`config.mk`:
```
export PLATFORM = sky130hd
export DESIGN_NAME = apb_requester_flat
export DESIGN_NICKNAME = d
export VERILOG_FILES = /design/src/rtl/apb_requester_pkg.sv /design/src/rtl/APBTypes.sv /design/src/rtl/apb_requester.sv /design/src/flat_wrapper.sv
export SDC_FILE = /design/constraint.sdc
export NUM_CORES = 1
export LEC_CHECK = 0
export BUFFER_PORTS_ARGS = -buffer_cell sky130_fd_sc_hd__buf_2
export CORE_MARGIN = 5
export CORE_UTILIZATION = 50
export DETAILED_ROUTE_END_ITERATION = 8
export PLACE_DENSITY = 0.8
export REMOVE_ABC_BUFFERS = 1
export SYNTH_ARGS = -nofsm -noshare
export SYNTH_HDL_FRONTEND = slang
export SYNTH_SLANG_ARGS = --single-unit
```
`constraint.sdc`:
```
create_clock -name pclk -period 2.21 [get_ports pclk]
set_clock_uncertainty 0.05 [all_clocks]
set_input_delay 0.221 -clock pclk [delete_from_list [all_inputs] [get_ports pclk]]
set_output_delay 0.221 -clock pclk [all_outputs]
set_load 0.05 [all_outputs]
```
`src/rtl/apb_requester_pkg.sv`:
```
// apb_requester_pkg: FSM state encoding shared by the APB requester and anything that observes it
package apb_requester_pkg;
    localparam logic [1:0] IDLE   = 2'd0;
    localparam logic [1:0] SETUP  = 2'd1;
    localparam logic [1:0] ACCESS = 2'd2;
    localparam logic [1:0] RESP   = 2'd3;
endpackage

```
`src/rtl/APBTypes.sv`:
```
// APB: AMBA APB bus with requester and completer views
interface APB #(
    parameter int ADDR_WIDTH = 16,
    parameter int DATA_WIDTH = 16
) (
    input logic pclk,
    input logic preset_n
);
    logic                    psel;
    logic                    penable;
    logic                    pwrite;
    logic [ADDR_WIDTH-1:0]   paddr;
    logic [DATA_WIDTH-1:0]   pwdata;
    logic [DATA_WIDTH/8-1:0] pstrb;
    logic [2:0]              pprot;
    logic                    pready;
    logic [DATA_WIDTH-1:0]   prdata;
    logic                    pslverr;
    modport requester (
        input  pclk, preset_n, pready, prdata, pslverr,
        output psel, penable, pwrite, paddr, pwdata, pstrb, pprot
    );
    modport completer (
        input  pclk, preset_n, psel, penable, pwrite, paddr, pwdata, pstrb, pprot,
        output pready, prdata, pslverr
    );
endinterface

```
`src/rtl/apb_requester.sv`:
```
// apb_requester: single-outstanding command-to-APB bridge with an ACCESS wait-state timeout
module apb_requester
    import apb_requester_pkg::*;
#(
    parameter int TIMEOUT    = 16,
    parameter int ADDR_WIDTH = 16
) (
    APB.requester                 apb,
    input  logic                  cmd_valid,
    output logic                  cmd_ready,
    input  logic                  cmd_write,
    input  logic [ADDR_WIDTH-1:0] cmd_addr,
    input  logic [15:0]           cmd_wdata,
    output logic                  rsp_valid,
    input  logic                  rsp_ready,
    output logic [15:0]           rsp_rdata,
    output logic                  rsp_err,
    output logic                  rsp_timeout
);
    localparam int DW = apb.DATA_WIDTH;
    localparam int AW = apb.ADDR_WIDTH;
    if (DW != 16) begin : g_dw_check
        $error("apb_requester requires a 16-bit APB data bus");
    end
    if (AW != ADDR_WIDTH) begin : g_aw_check
        $error("apb_requester ADDR_WIDTH must match the APB bus");
    end
    logic [1:0]            state;
    logic [15:0]           wait_cnt;
    logic [ADDR_WIDTH-1:0] paddr;
    logic                  pwrite;
    logic [15:0]           pwdata;
    logic                  timed_out;
    // TIMEOUT of 0 never matches, so the requester waits on pready forever
    assign timed_out = (TIMEOUT != 0) && (wait_cnt == 16'(TIMEOUT - 1));
    always_ff @(posedge apb.pclk or negedge apb.preset_n) begin
        if (!apb.preset_n) begin
            state       <= IDLE;
            paddr       <= '0;
            pwrite      <= 1'b0;
            pwdata      <= '0;
            wait_cnt    <= '0;
            rsp_rdata   <= '0;
            rsp_err     <= 1'b0;
            rsp_timeout <= 1'b0;
        end else begin
            case (state)
                IDLE: if (cmd_valid) begin
                    paddr    <= cmd_addr;
                    pwrite   <= cmd_write;
                    pwdata   <= cmd_wdata;
                    wait_cnt <= '0;
                    state    <= SETUP;
                end
                SETUP: state <= ACCESS;
                ACCESS: if (apb.pready) begin
                    rsp_rdata   <= pwrite ? 16'h0 : apb.prdata;
                    rsp_err     <= apb.pslverr;
                    rsp_timeout <= 1'b0;
                    state       <= RESP;
                end else if (timed_out) begin
                    rsp_rdata   <= '0;
                    rsp_err     <= 1'b1;
                    rsp_timeout <= 1'b1;
                    state       <= RESP;
                end else begin
                    wait_cnt <= wait_cnt + 16'd1;
                end
                RESP: if (rsp_ready) state <= IDLE;
                default: state <= IDLE;
            endcase
        end
    end
    assign cmd_ready   = state == IDLE;
    assign rsp_valid   = state == RESP;
    // psel/penable decode straight from state so an async reset drops them at once
    assign apb.psel    = (state == SETUP) || (state == ACCESS);
    assign apb.penable = state == ACCESS;
    assign apb.paddr   = paddr;
    assign apb.pwrite  = pwrite;
    assign apb.pwdata  = pwdata;
    assign apb.pstrb   = {(DW/8){pwrite}};
    assign apb.pprot   = 3'b000;
endmodule

```
`src/flat_wrapper.sv`:
```
// flat-port wrapper written by rule: the top's interface ports become plain ports
module apb_requester_flat import apb_requester_pkg::*;
#(
    parameter int TIMEOUT    = 16,
    parameter int ADDR_WIDTH = 16
)
  (cmd_valid, cmd_ready, cmd_write, cmd_addr, cmd_wdata, rsp_valid, rsp_ready, rsp_rdata, rsp_err, rsp_timeout, pclk, preset_n, apb_pready, apb_prdata, apb_pslverr, apb_psel, apb_penable, apb_pwrite, apb_paddr, apb_pwdata, apb_pstrb, apb_pprot);
  APB #(.ADDR_WIDTH(ADDR_WIDTH), .DATA_WIDTH(16)) apb_i (.pclk(pclk), .preset_n(preset_n));
  input  logic cmd_valid;
  output logic cmd_ready;
  input  logic cmd_write;
  input  logic [ADDR_WIDTH-1:0] cmd_addr;
  input  logic [15:0] cmd_wdata;
  output logic rsp_valid;
  input  logic rsp_ready;
  output logic [15:0] rsp_rdata;
  output logic rsp_err;
  output logic rsp_timeout;
  input wire logic pclk;
  input wire logic preset_n;
  input wire logic [$bits(apb_i.pready)-1:0] apb_pready;
  input wire logic [$bits(apb_i.prdata)-1:0] apb_prdata;
  input wire logic [$bits(apb_i.pslverr)-1:0] apb_pslverr;
  output wire logic [$bits(apb_i.psel)-1:0] apb_psel;
  output wire logic [$bits(apb_i.penable)-1:0] apb_penable;
  output wire logic [$bits(apb_i.pwrite)-1:0] apb_pwrite;
  output wire logic [$bits(apb_i.paddr)-1:0] apb_paddr;
  output wire logic [$bits(apb_i.pwdata)-1:0] apb_pwdata;
  output wire logic [$bits(apb_i.pstrb)-1:0] apb_pstrb;
  output wire logic [$bits(apb_i.pprot)-1:0] apb_pprot;
  assign apb_i.pready = apb_pready;
  assign apb_i.prdata = apb_prdata;
  assign apb_i.pslverr = apb_pslverr;
  assign apb_psel = apb_i.psel;
  assign apb_penable = apb_i.penable;
  assign apb_pwrite = apb_i.pwrite;
  assign apb_paddr = apb_i.paddr;
  assign apb_pwdata = apb_i.pwdata;
  assign apb_pstrb = apb_i.pstrb;
  assign apb_pprot = apb_i.pprot;
  apb_requester #(.TIMEOUT(TIMEOUT), .ADDR_WIDTH(ADDR_WIDTH)) u_core (.apb(apb_i), .cmd_valid(cmd_valid), .cmd_ready(cmd_ready), .cmd_write(cmd_write), .cmd_addr(cmd_addr), .cmd_wdata(cmd_wdata), .rsp_valid(rsp_valid), .rsp_ready(rsp_ready), .rsp_rdata(rsp_rdata), .rsp_err(rsp_err), .rsp_timeout(rsp_timeout));
endmodule
```
Yosys cells after proc, flatten, opt, wreduce, memory -nomap -nowiden

Index checks and enable logic that the tools add are counted.
W data, S select, Z words.

Output and inout port bits: 60
Bits of input ports: 55
Logic and storage cells: 41
Bits in registers: 69

Reduce and logical (&&, ||, !) cells: 8
Muxes and demuxes: 15
$add $sub $neg: 1
Eq/ne operators: 9

Operator list:

| cell                    | count |
|---|---|
| $mux W16                | 6 |
| $pmux W16 S2            | 1 |
| $add A16 B1 Y16 const B | 1 |
| $eq A16 B4 Y1 const B   | 1 |
| $mux W2                 | 4 |
| $pmux W2 S4             | 1 |
| $ne A2 B2 Y1 const B    | 3 |
| $eq A2 B2 Y1 const B    | 2 |
| $reduce_and A2 Y1       | 2 |
| $reduce_and A4 Y1       | 1 |
| $reduce_bool A2 Y1      | 2 |
| $mux W1                 | 3 |
| $ne A3 B2 Y1 const B    | 1 |
| $reduce_and A3 Y1       | 1 |
| $eq A2 B1 Y1 const B    | 1 |
| $logic_not A2 Y1        | 1 |
| $ne A2 B1 Y1 const B    | 1 |
| $logic_or A1 B1 Y1      | 1 |

Logic depth before layout (Yosys ltp)

Word-level depth: 4
Depth in mapped cells: 8
Gate-level depth less buffers: 6

Worst setup path after synthesis

Ideal clock, no wire load.

Path kind: reg2reg
Start: register u_core.state[0]
End: register u_core.wait_cnt[11]
Path buffers: 1
Path slack: 0.154 ns
Clock period less this slack: 2.056 ns
Data arrival time: 1.864 ns
Cell stages (with the launch flop): 7
Cell sequence: dfrtp_1 > inv_1 > ha_1 > buf_2 > o21ai_0 > nor3_1 > o221ai_1

Longest elaborated chain between the ends: 3

Ends and longest elaborated chain:

| element                                                             | line                | source |
|---|---|---|
| from (decl)                                                         | apb_requester.sv:28 | `logic [1:0] state;` |
| from (signal assigned)                                              | apb_requester.sv:38 | `state <= IDLE;` |
| from (signal assigned)                                              | apb_requester.sv:53 | `state <= SETUP;` |
| from (signal assigned)                                              | apb_requester.sv:55 | `SETUP: state <= ACCESS;` |
| $eq A2 B2 Y1 (*)                                                    | n/a                 |  |
| named net apb_penable                                               | flat_wrapper.sv:25  | `output wire logic [$bits(apb_i.penable)-1:0] apb_penable;` |
| $ne A2 B2 Y1 (no source line) or $reduce_bool A2 Y1 (tied branches) | n/a                 |  |
| $reduce_and A4 Y1 (no source line)                                  | n/a                 |  |
| to (signal assigned)                                                | apb_requester.sv:67 | `wait_cnt <= wait_cnt + 16'd1;` |
| to (decl)                                                           | apb_requester.sv:29 | `logic [15:0] wait_cnt;` |

Mark *: on every way through the listed nets, which the timed path passes. The rest lies on a longest branch.
A chain may end at the register's enable or synchronous reset.

Worst setup path in the final report

Start: register u_core.state[0]
End: register u_core.rsp_rdata[12]

Longest elaborated chain between the ends: 2

Ends and longest elaborated chain:

| element                            | line                | source |
|---|---|---|
| $eq A2 B2 Y1                       | apb_requester.sv:47 | `case (state)` |
| $reduce_and A2 Y1 (no source line) | n/a                 |  |
| to (signal assigned)               | apb_requester.sv:57 | `rsp_rdata <= pwrite ? 16'h0 : apb.prdata;` |
| to (decl)                          | apb_requester.sv:16 | `output logic [15:0] rsp_rdata,` |

No other way between the ends.

==> metrics.yaml <==
postPlaceCellArea_um2: 3910
cts.htree.levels: 3
viasPerCell: 5.62
dp.cells: 463
cts.sink_count: 69
r2r-end: "u_core.rsp_rdata[12]$_DFFE_PN0P_"
fin_crit_sh: 0.904
setup_viol: 0
period_needed_ns: 2.00
rsz0062_at_grt: "no"
chipWidth_um: 91.5
start_kind: "flop"
portBuffers: 111
ir_worst_vdd_uv: 1190
grt_overflow_total: 0
first_pass_iters: 5
layout_commonest_cell: "buf_2"
end_kind: "flop"
drive_gt1_frac: 0.449
root_buffer: "clkbuf_8"
holdPathStages: 2
grt_pass1_wl_um: 13100
syn_area_um2: 3320
first_iter_violations: 230
cts.reportedPaths.clkPinSlew_ns: 0.09
worst-r2r-cell-count: 7
r2r_slack_ns: 0.21
cts_tree: "done"
power_density_nw_per_um2: 1710
num_rows: 29
crit_type: "flop to flop"
power_switching_w: 0.00368
cp.arrival_ns: 2.18
grt_max_degree: 46
hp-start: "cmd_addr[5]"
cts.path.max_buffers: 2
layout_common_cells: "buf_2, dfrtp_1, mux2_2, inv_1, nand4b_1"
max_cap_viol_count: 0
cp.required_ns: 2.39
cts.repair_timing.setup_buffer_count: 0
vias: 2699
stdcell_count: 480
post_cts_resized: 0
pwr-share-clk: 0.151
core_area_um2: 6420
cp_max_fo: 10
synth_cell_type_count: 47
worst_pin_slew_ns: 0.593
gp_congestion: 0.841
p_int_w: 0.00339
fin_area_um2: 4130
pwr-share-seq: 0.300
synthFlopType: "dfrtp_1"
ys_ff_latch: 69
hold_path_class: "input pin to flop"
synth_edf_count: 0
whs_endpoint: "u_core.apb.paddr[5]$_DFFE_PN0P_"
r2r_start: "u_core.state[0]$_DFFE_PN0P_"
antenna_found_initial: 0
synth_seq_area_share: 0.520
die_area_um2: 8370
worst_slack_ns: 0.213
grt_use_total: 0.194
dp_hpwl_um: 5720
outcome: "finished clean"
clock_latency_ns: 0.34
fin_nets: 457
drt-wirelength-per-cell_um: 16.7
yosysWarningCount: 0
wirelength_um: 8020
cts_buffers: 9
slew_viol_final: 0
p_leak_nw: 1.98
combPwrFrac: 0.549
p_sw_frac: 0.521
async_flop_share: 1.00
area_growth_pct: 24.3
hold_viol: 0
start_util: 0.517
grt_pass1_vias: 2794
relSlewSlack: 0.605
max_freq_mhz: 501
drc_errors: 0
pin_count: 115
antennaDiodeCount: 0
syn_inst: 289
ant_nets: 0
holdBufCountCts: 1
pre_cts_ws_ns: 0.236
syn_avg_cell_area_um2: 11.5
die_y_um: 91.5
[sequential cells by signal, summed over array words and instances, names as in the netlist]
register,cells
u_core.rsp_timeout,1
u_core.state,2
u_core.apb.pwdata,16
u_core.rsp_rdata,16
u_core.rsp_err,1
u_core.wait_cnt,16
u_core.apb.paddr,16
u_core.apb.pwrite,1
[cells by family after synthesis]
group / synth area share
AND/OR/NAND/NOR: 0.163
flip-flops: 0.520
multiplexers: 0.129
AO/OA/AOI/OAI: 0.105
adder cells (fa/ha/maj): 0.0151
other: 0.00113
buffers and inverters: 0.0667
[synth_stat cells, types with 2 or more instances]
cell type | instances | area share
nand4_1 | 8 | 0.015
dfrtp_1 | 69 | 0.52
o21ai_2 | 10 | 0.026
buf_2 | 3 | 0.0045
and4_1 | 4 | 0.011
a22o_1 | 5 | 0.013
inv_1 | 22 | 0.025
nor4_1 | 2 | 0.0038
or4_1 | 2 | 0.0045
o21ai_0 | 12 | 0.018
o31ai_1 | 3 | 0.0068
nand2_1 | 13 | 0.015
nor2_1 | 10 | 0.011
nand2b_1 | 5 | 0.0094
clkbuf_2 | 2 | 0.0030
nor3_1 | 3 | 0.0045
nand3_1 | 10 | 0.015
o221ai_1 | 2 | 0.0053
o21a_1 | 2 | 0.0045
a31oi_1 | 2 | 0.0038
nand4b_1 | 17 | 0.045
nor2b_1 | 2 | 0.0038
clkbuf_1 | 8 | 0.0090
o211ai_1 | 5 | 0.011
and3_1 | 2 | 0.0038
mux2_2 | 36 | 0.12
buf_4 | 7 | 0.016
ha_1 | 4 | 0.015
[per-stage QoR]
stage | util | hold slack, ns | total power [W] | TNS, ns
final | 0.643 | 0.0493 | 0.00707 | 0
after global routing | 0.643 | 0.0326 | 0.00739 | 0
after CTS | 0.643 | 0.0377 | 0.00711 | 0
after detailed placement | 0.609 | 0.211 | 0.00603 | 0
after global placement | 0.609 | 0.191 | 0.00594 | 0
after floorplan | - | -0.125 | 0.00501 | -23.39
[routing by layer]
layer,vias to the layer above,GRT usage,part of all wire
met3,26,0.0471,0.064
met2,116,0.322,0.52
met5,-,0,0
met4,0,0.0892,0.027
met1,1298,0.238,0.39
li1,1259,-,-
[critical path: stages, from the launching register on]
cell and delay (ns):
dfrtp_1 0.40, inv_1 0.09, ha_1 0.20, nor4b_1 0.29, and4_1 0.26, or2_1 0.26, buf_4 0.27, o21ai_2 0.07
[power by group through the flow]
stage	Combinational [W]	Clock, W	Sequential (W)
6_report	0.00388	0.00106	0.00212
5_1_grt	0.00407	0.00113	0.00219
4_1_cts	0.00392	0.00108	0.00211
3_5_place_dp	0.00391	0	0.00212
3_3_place_gp	0.00384	0	0.00210
2_1_floorplan	0.00125	0	0.00376
[how the worst max path moves through the flow]
stage                                        to  slack [ns]  cells after the start                       startpoint
6_report       u_core.rsp_rdata[12]$_DFFE_PN0P_        0.21                      7      u_core.state[0]$_DFFE_PN0P_
5_1_grt        u_core.rsp_rdata[12]$_DFFE_PN0P_        0.08                      5  u_core.wait_cnt[10]$_DFFE_PN0P_
4_1_cts        u_core.rsp_rdata[12]$_DFFE_PN0P_        0.21                      5  u_core.wait_cnt[10]$_DFFE_PN0P_
3_5_place_dp   u_core.rsp_rdata[12]$_DFFE_PN0P_        0.24                      5  u_core.wait_cnt[10]$_DFFE_PN0P_
3_3_place_gp   u_core.rsp_rdata[14]$_DFFE_PN0P_        0.28                      5  u_core.wait_cnt[10]$_DFFE_PN0P_
2_1_floorplan   u_core.wait_cnt[11]$_DFFE_PN0P_       -0.74                      5      u_core.state[0]$_DFFE_PN0P_
[layout make-up]
cell class	count	area, um^2
Fill cell	517	2300
Inverter	22	82.6
Multi-Input combinational cell	178	1380
Tap cell	77	96.3
Clock buffer	9	124
Clock inverter	7	82.6
Sequential cell	69	1730
Timing Repair Buffer	118	636
Power figures use the tool's default switching activity.
